--- src/rtl/mux_32x8_serial.sv ---
// Serializes 32-bit words into four bytes on clk_4f, tagging each byte with its index.
// One pending word sits in a skid register so consecutive words stream without gap bytes.
module mux_32x8_serial #(
  parameter bit MSB_FIRST = 1'b1
) (
  input  logic        clk_4f,
  input  logic        reset,
  input  logic [31:0] data_in_32x8,
  input  logic        valid_in_32x8,
  output logic        ready_out_32x8,
  output logic [7:0]  data_out_32x8,
  output logic        valid_out_32x8,
  output logic [1:0]  selector_clk_4f
);

  localparam int unsigned WORD_W = 32;
  localparam int unsigned BYTE_W = 8;
  localparam int unsigned CNT_W  = 2;
  localparam logic [CNT_W-1:0] LAST_BYTE = CNT_W'(3);

  typedef enum logic {
    IDLE  = 1'b0,
    SHIFT = 1'b1
  } state_t;

  state_t              state;
  logic [CNT_W-1:0]    cnt;
  logic [WORD_W-1:0]   shift_word;
  logic [WORD_W-1:0]   pend_word;
  logic                pend_valid;
  logic                xfer;

  // Byte k of a word in transmission order; the selector still reports k.
  function automatic logic [BYTE_W-1:0] byte_of(input logic [WORD_W-1:0] w,
                                                input logic [CNT_W-1:0]  k);
    logic [CNT_W-1:0] idx;
    idx = MSB_FIRST ? CNT_W'(LAST_BYTE - k) : k;
    case (idx)
      2'd0:    byte_of = w[7:0];
      2'd1:    byte_of = w[15:8];
      2'd2:    byte_of = w[23:16];
      default: byte_of = w[31:24];
    endcase
  endfunction

  // Ready is a pure decode of the skid flag, never of valid_in.
  assign ready_out_32x8 = ~pend_valid;
  assign xfer           = valid_in_32x8 & ready_out_32x8;

  always_ff @(posedge clk_4f or posedge reset) begin
    if (reset) begin
      state           <= IDLE;
      cnt             <= '0;
      shift_word      <= '0;
      pend_word       <= '0;
      pend_valid      <= 1'b0;
      data_out_32x8   <= '0;
      valid_out_32x8  <= 1'b0;
      selector_clk_4f <= '0;
    end else begin
      case (state)
        IDLE: begin
          if (xfer) begin
            state           <= SHIFT;
            shift_word      <= data_in_32x8;
            cnt             <= '0;
            data_out_32x8   <= byte_of(data_in_32x8, CNT_W'(0));
            selector_clk_4f <= '0;
            valid_out_32x8  <= 1'b1;
          end
        end
        SHIFT: begin
          if (cnt != LAST_BYTE) begin
            cnt             <= cnt + 2'd1;
            data_out_32x8   <= byte_of(shift_word, cnt + 2'd1);
            selector_clk_4f <= cnt + 2'd1;
            if (xfer) begin
              pend_word  <= data_in_32x8;
              pend_valid <= 1'b1;
            end
          end else if (pend_valid) begin
            // Drain the skid register into the shifter with no idle byte.
            shift_word      <= pend_word;
            pend_valid      <= 1'b0;
            cnt             <= '0;
            data_out_32x8   <= byte_of(pend_word, CNT_W'(0));
            selector_clk_4f <= '0;
          end else if (xfer) begin
            shift_word      <= data_in_32x8;
            cnt             <= '0;
            data_out_32x8   <= byte_of(data_in_32x8, CNT_W'(0));
            selector_clk_4f <= '0;
          end else begin
            state           <= IDLE;
            cnt             <= '0;
            data_out_32x8   <= '0;
            selector_clk_4f <= '0;
            valid_out_32x8  <= 1'b0;
          end
        end
        default: begin
          state          <= IDLE;
          valid_out_32x8 <= 1'b0;
          data_out_32x8  <= '0;
        end
      endcase
    end
  end

endmodule

--- config.mk ---
export PLATFORM = sky130hd
export DESIGN_NAME = mux_32x8_serial
export DESIGN_NICKNAME = d
export VERILOG_FILES = /design/src/rtl/mux_32x8_serial.sv
export SDC_FILE = /design/constraint.sdc
export NUM_CORES = 1
export LEC_CHECK = 0
export CORE_ASPECT_RATIO = 0.5
export CORE_UTILIZATION = 54
export DETAILED_ROUTE_END_ITERATION = 6
export PLACE_DENSITY = 0.79
export SLEW_MARGIN = 20
export SYNTH_ARGS = -nofsm -noshare
export SYNTH_HDL_FRONTEND = slang
export SYNTH_SLANG_ARGS = --single-unit
--- constraint.sdc ---
create_clock -name clk_4f -period 2.2 [get_ports clk_4f]
set_input_delay 0.22 -clock clk_4f [delete_from_list [all_inputs] [get_ports clk_4f]]
set_output_delay 0.22 -clock clk_4f [all_outputs]
set_load 0.05 [all_outputs]
* Word-level counts from Yosys, hierarchy flattened
Cells that the tools add are included.
Cells by class: mux-type cells 23, equal/unequal tests 8, $add $sub $neg 2, reductions and logical operators 4, bitwise logic cells 3
Operator list (count):
- $mux W32 | 3
- $pmux W32 S2 | 1
- $mux W8 | 4
- $pmux W8 S3 | 1
- $pmux W8 S2 | 1
- $ne A2 B2 Y1 const B | 6
- $mux W1 | 8
- $mux W2 | 2
- $pmux W1 S2 | 2
- $pmux W2 S2 | 1
- $reduce_and A4 Y1 | 1
- $reduce_and A3 Y1 | 1
- $add A2 B1 Y2 const B | 1
- $eq A2 B1 Y1 const B | 1
- $eq A2 B2 Y1 const B | 1
- $logic_not A2 Y1 | 1
- $not A1 Y1 | 2
- $reduce_and A2 Y1 | 1
- $sub A2 B2 Y2 const A | 1
- $and A1 B1 Y1 | 1
Storage, ports and cells: bits of input ports 35, output and inout port bits 12, flip-flop bits (word level) 77

* Depth between registers and ports, before layout
depth after elaboration 6, mapped depth 6, mapped depth without buffers 4

* Worst setup path after synthesis
OpenSTA, ideal clock, no wires.
path type register to register, start point reg cnt[0], end point reg pend_word[0], library setup time 125 ps, setup slack 237 ps, stages on the path, launching flop included 7, buffers on the path 2, data arrival time 1838 ps, path through dfrtp_1 -> ha_1 -> nand2b_1 -> buf_2 -> nor2_8 -> buf_12 -> mux2_4
Between the ends: cells in the longest elaborated chain, start to end 2
RTL lines:
- start, declared | line 27 | logic [CNT_W-1:0] cnt;
- start signal, assigned | line 74 | cnt <= cnt + 2'd1;
- $ne A2 B2 Y1 | line 73 | if (cnt != LAST_BYTE) begin
- $reduce_and A3 Y1 (no line)
- end signal, assigned | line 78 | pend_word <= data_in_32x8;
- end, declared | line 29 | logic [WORD_W-1:0] pend_word;
No other way between the ends. A chain may end at the register's enable or synchronous reset.

* Final worst setup path
start point reg pend_valid, end point out ready_out_32x8
Between the ends: cells in the longest elaborated chain, start to end 1
RTL lines:
- start, declared | line 30 | logic pend_valid;
- start signal, assigned | line 56 | pend_valid <= 1'b0;
- start signal, assigned | line 79 | pend_valid <= 1'b1;
- start signal, assigned | line 84 | pend_valid <= 1'b0;
- $not A1 Y1 | line 47 | assign ready_out_32x8 = ~pend_valid;
- end, declared | line 10 | output logic ready_out_32x8,
No other way between the ends.

==> impl_metrics.tcl <==
set metrics [dict create \
    io_buffers 46 \
    wire_per_inst_microns 18.9 \
    post_cts_resized 0 \
    grt_usage_pct 24.2 \
    crit_path_start_kind "register" \
    setup_slack_ns 0.288 \
    path_clk_slew_ns 0.05 \
    syn_area_per_cell_sq_um 14.1 \
    synthFlopType "dfrtp_1" \
    path_cells "inv_1, clkdlybuf4s50_1" \
    post_cts_buffers 0 \
    end_kind "primary output" \
    via_per_inst 5.90 \
    fp.dieW_microns 115 \
    fin_nets 322 \
    grt_pass1_vias 2289 \
    drt_iter0_drc 124 \
    slew_violations 0 \
    post-synth-top-count-cell "dfrtp_1" \
    syn_inst 242 \
    clock_sinks 69 \
    synth_edf_count 0 \
    dieArea_sq_mm 0.00668 \
    routabilityCongestion 0.791 \
    htreeDepth 3 \
    synth_area_leader_cell "dfrtp_1" \
    synthesis.area_sq_mm 0.00342 \
    period_minus_slack_ns 1.91 \
    synth_warnings 0 \
    ys_seq_area_share_pct 50.4 \
    first_pass_iters 4 \
    cap_violations 0 \
    finalSetupViolations 0 \
    synth_top_area_share_pct 50.4 \
    status "finished, final reports clean" \
    crit_slowest_cell "clkdlybuf4s50_1" \
    synth_seq_cells 69 \
    crit_family "buffers and inverters" \
    power_density_mw_per_mm2 1830 \
    rsz0062_at_grt "no" \
    cts-root-buf "clkbuf_16" \
    critPathMaxFanout 8 \
    core_sq_mm 0.00608 \
    antenna_cells 0 \
    cts_buffer_depth 2 \
    placed_area_sq_mm 0.00390 \
    cts_buffers 9 \
    grt_max_degree 70 \
    pin_count 47 \
    clkLatencyLatePin_ns 0.33 \
    timing_worst_setup_path_type "register to primary output" \
    finalWirelength_mm 7.12 \
    crit_arrival_ns 1.69 \
    synthTopCellsByCount "dfrtp_1, mux2_4, o22ai_1" \
    synth_fp_nets 281 \
    grt_pass1_wl_mm 11.8 \
    die_h_microns 58.3 \
    post-place-ws_ns 0.351 \
    tightest_slew_ns 0.527 \
    fin_area_sq_mm 0.00421 \
    drive_gt1_share_pct 29.5 \
    timing.slew.headroom_pct 64.7 \
    drcViolationCount 0 \
    grt_use_met3_pct 7.62 \
    finalCritPeriodShare_pct 86.9 \
    ir_drop_v 0.000679 \
    area_growth_pct 22.9 \
    hp-class "input port to asynchronous set/reset pin" \
    row_count 20 \
    path_buf_inv 2 \
    dp_hpwl_mm 4.67 \
    grt-busiest-layer "met2" \
    ant_nets 0 \
    async_flop_share_pct 100 \
    clock_skew_ns 0.00601 \
    grt_overflow 0 \
    p_leak_nw 1.72 \
    antenna_found_initial 0 \
    synthTopCellsByArea "dfrtp_1, mux2_4, a2bb2oi_2" \
    hold_buffers 0 \
    vias 2218 \
    critPathRequiredTime_ns 1.98 \
    cts_tree "yes" \
    max_stage_delay_ns 0.80 \
    start_util_pct 56.3 \
    hold_viol_final 0 \
    grtUsageMet1_pct 33.1 \
    tns_ns 0 \
    synth.distinct_cells 31 \
    max_freq_mhz 523 \
    grtUsageMet2_pct 37.7 \
]
[worst register-to-register path, delay by kind of cell (launching register included)]
family	cells	cell delay [ns]
buffers and inverters	2	0.68
DFF	1	0.42
adders and majority gates	1	0.29
and+or+nand+nor	1	0.23
AOI/OAI and AO/OA	1	0.13
[layer usage]
metal | up-vias | wire length, microns
li1 | 1021 | -
met1 | 1136 | 3230
met2 | 56 | 3410
met3 | 5 | 427
met4 | 0 | 52
met5 | - | 0
[sequential cells by signal, summed over array words and instances (netlist names)]
signal	cells
cnt	2
data_out_32x8	8
pend_valid	1
pend_word	32
shift_word	24
state	1
valid_out_32x8	1
[cell usage in the layout (no fill, tap or decap), types with 2 or more instances in the layout]
cell type | synthesis | layout
dfrtp_1 | 69 | 69
clkdlybuf4s50_1 | 0 | 46
mux2_4 | 30 | 30
o22ai_1 | 24 | 24
a2bb2oi_2 | 20 | 20
a32oi_1 | 15 | 15
nor2b_1 | 9 | 9
clkbuf_16 | 0 | 9
a22oi_1 | 8 | 8
o211ai_1 | 8 | 8
buf_4 | 0 | 7
inv_1 | 5 | 4
a2bb2oi_1 | 4 | 4
ha_1 | 4 | 4
mux2_2 | 3 | 3
clkbuf_8 | 0 | 3
clkinv_2 | 0 | 3
buf_12 | 3 | 3
a31oi_1 | 2 | 2
nor2_1 | 2 | 2
a21oi_1 | 2 | 2
[through the flow]
| stage | total power, mW | util [%] | hold WS, ns | std cells |
|---|---|---|---|---|
| 6_report | 7.70 | 69.2 | 0.268 | 376 |
| 5_1_grt | 8.13 | 69.2 | 0.338 | 376 |
| 4_1_cts | 7.73 | 69.2 | 0.283 | 376 |
| 3_5_place_dp | 6.19 | 64.1 | 0.495 | 360 |
| 3_3_place_gp | 6.05 | 64.1 | 0.493 | 360 |
| 2_1_floorplan | 5.46 | - | 0.368 | 242 |
[cell type report]
type                    count  area (sq um)
clock buffers              12           267
clock inverters             4          45.0
fillers                   424          1870
inverters                   5          18.8
multi-input cells         142          1470
flip-flops and latches     69          1730
well taps                  88           110
repair buffers             56           573
[worst paths after layout]
kind	from	end	slack, ns	cells after the start
max	pend_valid	ready_out_32x8	0.29	2
min	reset	pend_word[17]	0.27	3
max reg2reg	cnt[0]	data_out_32x8[4]	0.32	5
min reg2reg	pend_word[17]	pend_word[17]	0.51	1
max in group asynchronous	reset	pend_word[25]	1.63	3
min in group clk_4f	pend_word[17]	pend_word[17]	0.51	1
[report_power, final]
group          switching [mW]  total, mW  internal [mW]  leakage, nW
sequential              0.453       2.40           1.95        0.796
combinational            1.92       3.82           1.90        0.769
clock                   0.513       1.48          0.963        0.158
[logic make-up (layout without fill, tap and decap cells)]
kind of cell / count (synthesis) / in the layout / synth area share [%]
flops: 69 / 69 / 50.4
mux: 33 / 33 / 14.1
buf+inv: 31 / 77 / 6.76
fa+ha+maj: 4 / 4 / 1.46
compound gates: 86 / 86 / 23.2
simple gates: 19 / 19 / 4.02
No activity file was read; power rests on OpenSTA's default activity.
